--- src/rtl/estagio_busca_if.sv ---
// Instruction-memory bus between the fetch stage (master) and the memory (slave).
// Purely combinational: the memory answers instrucao for the current endereco.
// No handshake; the memory is assumed to always respond in the same cycle.
interface estagio_busca_if;
  logic [31:0] endereco;
  logic [31:0] instrucao;

  modport master (output endereco, input instrucao);
  modport slave  (input endereco, output instrucao);
endinterface

--- src/rtl/estagio_busca.sv ---
// Instruction fetch stage: owns the PC, drives instruction memory, fills IF/ID.
// Latency: 1 cycle from PC to IF/ID; taken redirect costs exactly one bubble.
// Backpressure: stall freezes PC and IF/ID; optional counters via ESTAGIO_BUSCA_CONTADOR_EN.
module estagio_busca #(
  parameter logic [31:0] PC_INICIAL = 32'd0,
  parameter int unsigned PALAVRAS   = 32
) (
  input  logic                   clock,
  input  logic                   reset,
  estagio_busca_if.master        imem,
  input  logic                   stall,
  input  logic                   desvio,
  input  logic [31:0]            alvo,
  output logic [31:0]            if_id_instrucao,
  output logic [31:0]            if_id_pc4,
  output logic                   if_id_valido,
  output logic                   fim,
  output logic [15:0]            cont_busca,
  output logic [15:0]            cont_bolha
);

  typedef enum logic [1:0] {
    INICIO = 2'd0,
    BUSCA  = 2'd1,
    FIM    = 2'd2
  } estado_t;

  // First byte address past the last memory word.
  localparam logic [31:0] FIM_MEM = 32'(PALAVRAS * 4);

  estado_t     estado_q;
  logic [31:0] pc_q;
  logic [31:0] inst_q;
  logic [31:0] pc4_q;
  logic        valido_q;
  logic        fim_q;

  // Targets are forced onto a word boundary; the low bits are dropped on purpose.
  logic [31:0] alvo_al;
  logic [31:0] pc_mais4;
  logic        unused_alvo;

  assign alvo_al     = {alvo[31:2], 2'b00};
  assign pc_mais4    = pc_q + 32'd4;
  assign unused_alvo = ^alvo[1:0];

  // Fetch FSM: PC, IF/ID register and end-of-memory flag, all registered.
  always_ff @(posedge clock or negedge reset) begin
    if (!reset) begin
      estado_q <= INICIO;
      pc_q     <= PC_INICIAL;
      inst_q   <= 32'd0;
      pc4_q    <= 32'd0;
      valido_q <= 1'b0;
      fim_q    <= 1'b0;
    end else begin
      case (estado_q)
        INICIO: begin
          // Settle cycle: inputs are ignored, nothing is captured.
          estado_q <= BUSCA;
        end
        BUSCA: begin
          if (desvio) begin
            // Redirect wins over stall; the word in flight is squashed.
            pc_q     <= alvo_al;
            inst_q   <= 32'd0;
            valido_q <= 1'b0;
            if (alvo_al >= FIM_MEM) begin
              estado_q <= FIM;
              fim_q    <= 1'b1;
            end
          end else if (!stall) begin
            inst_q   <= imem.instrucao;
            pc4_q    <= pc_mais4;
            valido_q <= 1'b1;
            pc_q     <= pc_mais4;
            if (pc_mais4 >= FIM_MEM) begin
              estado_q <= FIM;
              fim_q    <= 1'b1;
            end
          end
        end
        FIM: begin
          // Halted: feed bubbles until a redirect lands back inside memory.
          inst_q   <= 32'd0;
          valido_q <= 1'b0;
          if (desvio && (alvo_al < FIM_MEM)) begin
            pc_q     <= alvo_al;
            estado_q <= BUSCA;
            fim_q    <= 1'b0;
          end
        end
        default: begin
          estado_q <= INICIO;
          pc_q     <= PC_INICIAL;
          inst_q   <= 32'd0;
          valido_q <= 1'b0;
          fim_q    <= 1'b0;
        end
      endcase
    end
  end

  assign imem.endereco   = pc_q;
  assign if_id_instrucao = inst_q;
  assign if_id_pc4       = pc4_q;
  assign if_id_valido    = valido_q;
  assign fim             = fim_q;

`ifdef ESTAGIO_BUSCA_CONTADOR_EN
  logic [15:0] cont_busca_q, cont_busca_d;
  logic [15:0] cont_bolha_q, cont_bolha_d;
  logic        ev_busca;
  logic        ev_bolha;

  // Event decode and saturating next-state for the performance counters.
  always_comb begin
    ev_busca = 1'b0;
    ev_bolha = 1'b0;
    if (estado_q == BUSCA) begin
      ev_busca = !desvio && !stall;
      ev_bolha = desvio || stall;
    end else if (estado_q == FIM) begin
      ev_bolha = 1'b1;
    end
    cont_busca_d = cont_busca_q;
    cont_bolha_d = cont_bolha_q;
    if (ev_busca && (cont_busca_q != 16'hFFFF)) cont_busca_d = cont_busca_q + 16'd1;
    if (ev_bolha && (cont_bolha_q != 16'hFFFF)) cont_bolha_d = cont_bolha_q + 16'd1;
  end

  // Counter registers, cleared with the rest of the stage.
  always_ff @(posedge clock or negedge reset) begin
    if (!reset) begin
      cont_busca_q <= 16'd0;
      cont_bolha_q <= 16'd0;
    end else begin
      cont_busca_q <= cont_busca_d;
      cont_bolha_q <= cont_bolha_d;
    end
  end

  assign cont_busca = cont_busca_q;
  assign cont_bolha = cont_bolha_q;
`else
  assign cont_busca = 16'd0;
  assign cont_bolha = 16'd0;
`endif

endmodule
--- src/flat_wrapper.sv ---
// flat-port wrapper written by rule: the top's interface ports become plain ports
module estagio_busca_flat 
#(
  parameter logic [31:0] PC_INICIAL = 32'd0,
  parameter int unsigned PALAVRAS   = 32
)
  (clock, reset, stall, desvio, alvo, if_id_instrucao, if_id_pc4, if_id_valido, fim, cont_busca, cont_bolha, imem_endereco, imem_instrucao);
  estagio_busca_if imem_i ();
  input  logic clock;
  input  logic reset;
  input  logic stall;
  input  logic desvio;
  input  logic [31:0] alvo;
  output logic [31:0] if_id_instrucao;
  output logic [31:0] if_id_pc4;
  output logic if_id_valido;
  output logic fim;
  output logic [15:0] cont_busca;
  output logic [15:0] cont_bolha;
  output wire logic [$bits(imem_i.endereco)-1:0] imem_endereco;
  input wire logic [$bits(imem_i.instrucao)-1:0] imem_instrucao;
  assign imem_endereco = imem_i.endereco;
  assign imem_i.instrucao = imem_instrucao;
  estagio_busca #(.PC_INICIAL(PC_INICIAL), .PALAVRAS(PALAVRAS)) u_core (.clock(clock), .reset(reset), .imem(imem_i), .stall(stall), .desvio(desvio), .alvo(alvo), .if_id_instrucao(if_id_instrucao), .if_id_pc4(if_id_pc4), .if_id_valido(if_id_valido), .fim(fim), .cont_busca(cont_busca), .cont_bolha(cont_bolha));
endmodule
--- config.mk ---
export PLATFORM = sky130hd
export DESIGN_NAME = estagio_busca_flat
export DESIGN_NICKNAME = d
export VERILOG_FILES = /design/src/rtl/estagio_busca_if.sv /design/src/rtl/estagio_busca.sv /design/src/flat_wrapper.sv
export SDC_FILE = /design/constraint.sdc
export NUM_CORES = 1
export LEC_CHECK = 0
export ABC_AREA = 1
export CAP_MARGIN = 25
export CORE_MARGIN = 10
export CORE_UTILIZATION = 50
export CTS_BUF_LIST = sky130_fd_sc_hd__clkbuf_4
export CTS_CLUSTER_DIAMETER = 30
export CTS_CLUSTER_SIZE = 14
export DETAILED_ROUTE_END_ITERATION = 8
export GPL_ROUTABILITY_DRIVEN = 0
export MAX_ROUTING_LAYER = met4
export PLACE_DENSITY = 0.92
export SKIP_CTS_REPAIR_TIMING = 1
export SYNTH_ARGS = -nofsm -noshare
export SYNTH_HDL_FRONTEND = slang
export SYNTH_SLANG_ARGS = --single-unit
export TNS_END_PERCENT = 1
--- constraint.sdc ---
create_clock -name clock -period 5 [get_ports clock]
set_clock_uncertainty 0.15 [all_clocks]
set_input_delay 1.25 -clock clock [delete_from_list [all_inputs] [get_ports clock]]
set_output_delay 1.25 -clock clock [all_outputs]
set_load 0.05 [all_outputs]
==> report_table.html <==
<table>
<tr><th>Metric</th><th>Value</th></tr>
<tr><th colspan="2">STA</th></tr>
<tr><td>Slew Limit Headroom</td><td>43.2%</td></tr>
<tr><td>Post-route clock period utilization</td><td>72.6%</td></tr>
<tr><td>Final period demand of the worst path</td><td>3630 ps</td></tr>
<tr><td>Worst slew pin tran</td><td>850 ps</td></tr>
<tr><td>Fmax</td><td>0.276 GHz</td></tr>
<tr><td>Max-slew violations</td><td>0</td></tr>
<tr><td>RSZ-0062 raised after global routing</td><td>false</td></tr>
<tr><td>Final worst hold slack</td><td>356 ps</td></tr>
<tr><td>Fin Setup TNS</td><td>0 ps</td></tr>
<tr><td>Final number of hold-violating endpoints</td><td>0</td></tr>
<tr><td>Total setup violations reported at the end of the flow</td><td>0</td></tr>
<tr><th colspan="2">Synth</th></tr>
<tr><td>Number of unique standard cell types used by synthesis</td><td>35</td></tr>
<tr><td>Area contributors post-synth</td><td>dfrtp_1, nand2_1, a32o_1, buf_4, inv_1</td></tr>
<tr><td>Share of flip-flops with an asynchronous set or reset</td><td>100%</td></tr>
<tr><td>Count of warnings emitted by yosys</td><td>0</td></tr>
<tr><td>Number of instances in the synthesized netlist</td><td>668</td></tr>
<tr><td>Leading cell types by count after synthesis</td><td>nand2_1, dfrtp_1, inv_1</td></tr>
<tr><td>Post-Syn Area</td><td>0.00539 mm²</td></tr>
<tr><td>Syn Area/Cell</td><td>8.07 µm²</td></tr>
<tr><td>Post-synth EDFFs</td><td>0</td></tr>
<tr><td>Flops &amp; latches, synth</td><td>96</td></tr>
<tr><td>Most frequently used cell type in the post-synthesis netlist</td><td>nand2_1</td></tr>
<tr><td>Ys flop type</td><td>dfrtp_1</td></tr>
<tr><td>Area leader, netlist</td><td>dfrtp_1</td></tr>
<tr><td>Sequential share of the synthesized area</td><td>44.6%</td></tr>
<tr><td>Post-synth top area share</td><td>44.6%</td></tr>
<tr><th colspan="2">Floorplanning</th></tr>
<tr><td>Die width</td><td>124 µm</td></tr>
<tr><td>Count of standard-cell rows</td><td>37</td></tr>
<tr><td>Core region area</td><td>0.0104 mm²</td></tr>
<tr><td>Num ports</td><td>198</td></tr>
<tr><td>Area enclosed by the die boundary</td><td>0.0153 mm²</td></tr>
<tr><td>Initial Utilization</td><td>51.7%</td></tr>
<tr><td>Die height</td><td>124 µm</td></tr>
<tr><th colspan="2">Critical path</th></tr>
<tr><td>Arrival time at the worst endpoint</td><td>3850 ps</td></tr>
<tr><td>Count of cells along the worst register-to-register path</td><td>8</td></tr>
<tr><td>Setup slack on the worst flop-to-flop path</td><td>2010 ps</td></tr>
<tr><td>Startpoint of the worst-slack reg-to-reg timing path</td><td>u_core.estado_q[1]$_DFFE_PN0P_</td></tr>
<tr><td>Setup Crit Path Kind</td><td>input port to register</td></tr>
<tr><td>Endpoint of the worst register-to-register path</td><td>u_core.imem.endereco[31]$_DFFE_PN0P_</td></tr>
<tr><td>Worst setup EP type</td><td>register</td></tr>
<tr><td>Kind of launch point of the worst setup path</td><td>input port</td></tr>
<tr><td>Crit Path Max Fanout</td><td>13</td></tr>
<tr><td>Req. time, crit path</td><td>5220 ps</td></tr>
<tr><th colspan="2">Detailed routing</th></tr>
<tr><td>Routed via count</td><td>5,384</td></tr>
<tr><td>Residual DRC count</td><td>0</td></tr>
<tr><td>Vias per Instance</td><td>5.62</td></tr>
<tr><td>Wirelength, routed</td><td>17,600 µm</td></tr>
<tr><td>TritonRoute pass-1 iters</td><td>5</td></tr>
<tr><td>Number of nets with antenna violations after routing</td><td>0</td></tr>
<tr><td>Routed wirelength normalized by instance count</td><td>18.4 µm</td></tr>
<tr><td>Number of DRC markers in iteration 0</td><td>544</td></tr>
<tr><th colspan="2">Clocking</th></tr>
<tr><td>TritonCTS clock tree</td><td>built</td></tr>
<tr><td>Cell at the root of the clock tree</td><td>clkbuf_4</td></tr>
<tr><td>Reg clk slew, reported paths</td><td>160 ps</td></tr>
<tr><td>Sinks on Clock Net</td><td>96</td></tr>
<tr><td>Depth of the CTS H-tree</td><td>3</td></tr>
<tr><td>Clock Path Buffers</td><td>2</td></tr>
<tr><td>Number of buffers created by CTS</td><td>9</td></tr>
<tr><td>Worst skew pair latency</td><td>460 ps</td></tr>
<tr><th colspan="2">Cells and area</th></tr>
<tr><td>Final std cells w/o fill</td><td>958</td></tr>
<tr><td>Number of nets at the end of the flow</td><td>890</td></tr>
<tr><td>Fraction of final layout cells sized beyond drive strength 1</td><td>7.54%</td></tr>
<tr><td>Layout area overhead</td><td>32.8%</td></tr>
<tr><td>Antenna diodes</td><td>0</td></tr>
<tr><th colspan="2">Placement</th></tr>
<tr><td>Post-Place Cells</td><td>941</td></tr>
<tr><td>Number of buffers added on ports</td><td>159</td></tr>
<tr><td>Detailed Place HPWL</td><td>13,300 µm</td></tr>
<tr><th colspan="2">Flow run</th></tr>
<tr><td>Max_cap viols</td><td>0</td></tr>
<tr><th colspan="2">Power</th></tr>
<tr><td>Leakage Power</td><td>0.00310 µW</td></tr>
<tr><td>Max IR drop VDD</td><td>0.000411 V</td></tr>
<tr><td>Power density over cell area</td><td>674 mW/mm²</td></tr>
<tr><th colspan="2">GRT</th></tr>
<tr><td>Pin count of the biggest net entering global routing</td><td>74</td></tr>
<tr><td>Global router's overall resource usage</td><td>23.0%</td></tr>
<tr><td>Total congestion overflow</td><td>0</td></tr>
<tr><td>Initial antenna violation count</td><td>0</td></tr>
<tr><td>Wire length of the first global-routing pass</td><td>27,200 µm</td></tr>
<tr><td>Via count of the first global-routing pass</td><td>5,317</td></tr>
<tr><th colspan="2">Worst hold path</th></tr>
<tr><td>Cell count of the worst hold path</td><td>1</td></tr>
<tr><td>Min-delay src</td><td>u_core.if_id_instrucao[4]$_DFFE_PN0P_</td></tr>
<tr><td>Min-Delay Endpoint</td><td>u_core.if_id_instrucao[4]$_DFFE_PN0P_</td></tr>
<tr><td>Class of the tightest hold or removal check</td><td>register to register</td></tr>
<tr><th colspan="2">Status</th></tr>
<tr><td>Outcome</td><td>finished clean</td></tr>
</table>
power breakdown:
part           total (µW)  internal, µW  switching [µW]
sequential           1350          1060             293
combinational        2970           884            2090
clock                 500           209             291
placed cells by master (no fill, tap or decap), types with 2 or more instances in the layout:
| cell type | count |
|---|---|
| o21ai_1 | 2 |
| a21boi_0 | 2 |
| nand2_2 | 7 |
| buf_4 | 6 |
| nand4_1 | 14 |
| nor4_1 | 2 |
| nand3_1 | 32 |
| a22oi_1 | 3 |
| clkbuf_4 | 9 |
| nor2_1 | 55 |
| bufinv_16 | 2 |
| a22o_1 | 2 |
| nor3_1 | 2 |
| o22ai_1 | 18 |
| nand3_2 | 4 |
| o211ai_1 | 3 |
| a21oi_1 | 23 |
| inv_2 | 7 |
| nand2_1 | 156 |
| xor2_1 | 6 |
| a32o_1 | 32 |
| clkdlybuf4s50_1 | 158 |
| inv_6 | 2 |
| dfrtp_1 | 96 |
| o21ai_0 | 39 |
| nand3_4 | 2 |
| conb_1 | 36 |
| ha_1 | 5 |
| nor2_4 | 6 |
| a31oi_1 | 11 |
| clkinv_1 | 2 |
| inv_1 | 57 |
| nor2_2 | 11 |
| and2_1 | 3 |
worst max-delay path by stage:
stage                  start                              endpoint  depth (start not counted)
floorplan           alvo[29]  u_core.imem.endereco[15]$_DFFE_PN0P_                         10
global placement    alvo[26]  u_core.imem.endereco[18]$_DFFE_PN0P_                         10
detailed placement  alvo[26]  u_core.imem.endereco[31]$_DFFE_PN0P_                         10
CTS                 alvo[26]  u_core.imem.endereco[31]$_DFFE_PN0P_                         10
global route        alvo[25]  u_core.imem.endereco[18]$_DFFE_PN0P_                         10
finish              alvo[26]  u_core.imem.endereco[31]$_DFFE_PN0P_                         10
final cells by class:
class                           count  area (µm²)
Fill cell                         827        3260
Multi-Input combinational cell    478        2500
Sequential cell                    96        2400
Timing Repair Buffer              166        1670
Inverter                           66         248
Tap cell                          136         170
Clock inverter                      7         101
Clock buffer                        9        67.6
critical path, cell delays in order:
cell and delay, ps:
clkdlybuf4s50_1 410, inv_1 90, nand4_1 120, nor4_1 320, nand4_1 220, nand2_1 110, nand2_1 150, nor2_2 410
nand2_1 470, o22ai_1 300
kinds of logic after synthesis:
family	synth area share [%]
buf+inv	11.6
simple gates	24.8
xor+xnor	0.975
other cells	0.0696
fa+ha+maj	1.16
flops	44.6
compound gates	16.8
through the flow:
stage | power [µW] | setup slack (ps) | area, µm² | utilization, %
3_3_place_gp | 4240 | 1100 | 6950 | 66.7
5_1_grt | 5080 | 1220 | 7160 | 68.7
6_report | 4820 | 1370 | 7160 | 68.7
2_1_floorplan | 3300 | 2260 | 5520 | -
4_1_cts | 4800 | 1530 | 7130 | 68.5
3_5_place_dp | 4310 | 1020 | 6960 | 66.8
state kept, by name (all words and copies together) (netlist names):
signal and count:
u_core.if_id_pc4 30, u_core.imem.endereco 30, u_core.estado_q 2, u_core.fim 1, u_core.if_id_valido 1, u_core.if_id_instrucao 32
metal layers:
metal / GRT usage (%) / routed length, µm / up-vias
met5: - / 0 / -
met4: 9.39 / 671 / 0
met3: 5.61 / 1840 / 58
met2: 36.4 / 8430 / 344
met1: 27.5 / 6640 / 2498
li1: - / - / 2484
Note: power is estimated with default switching activity, not from simulation.
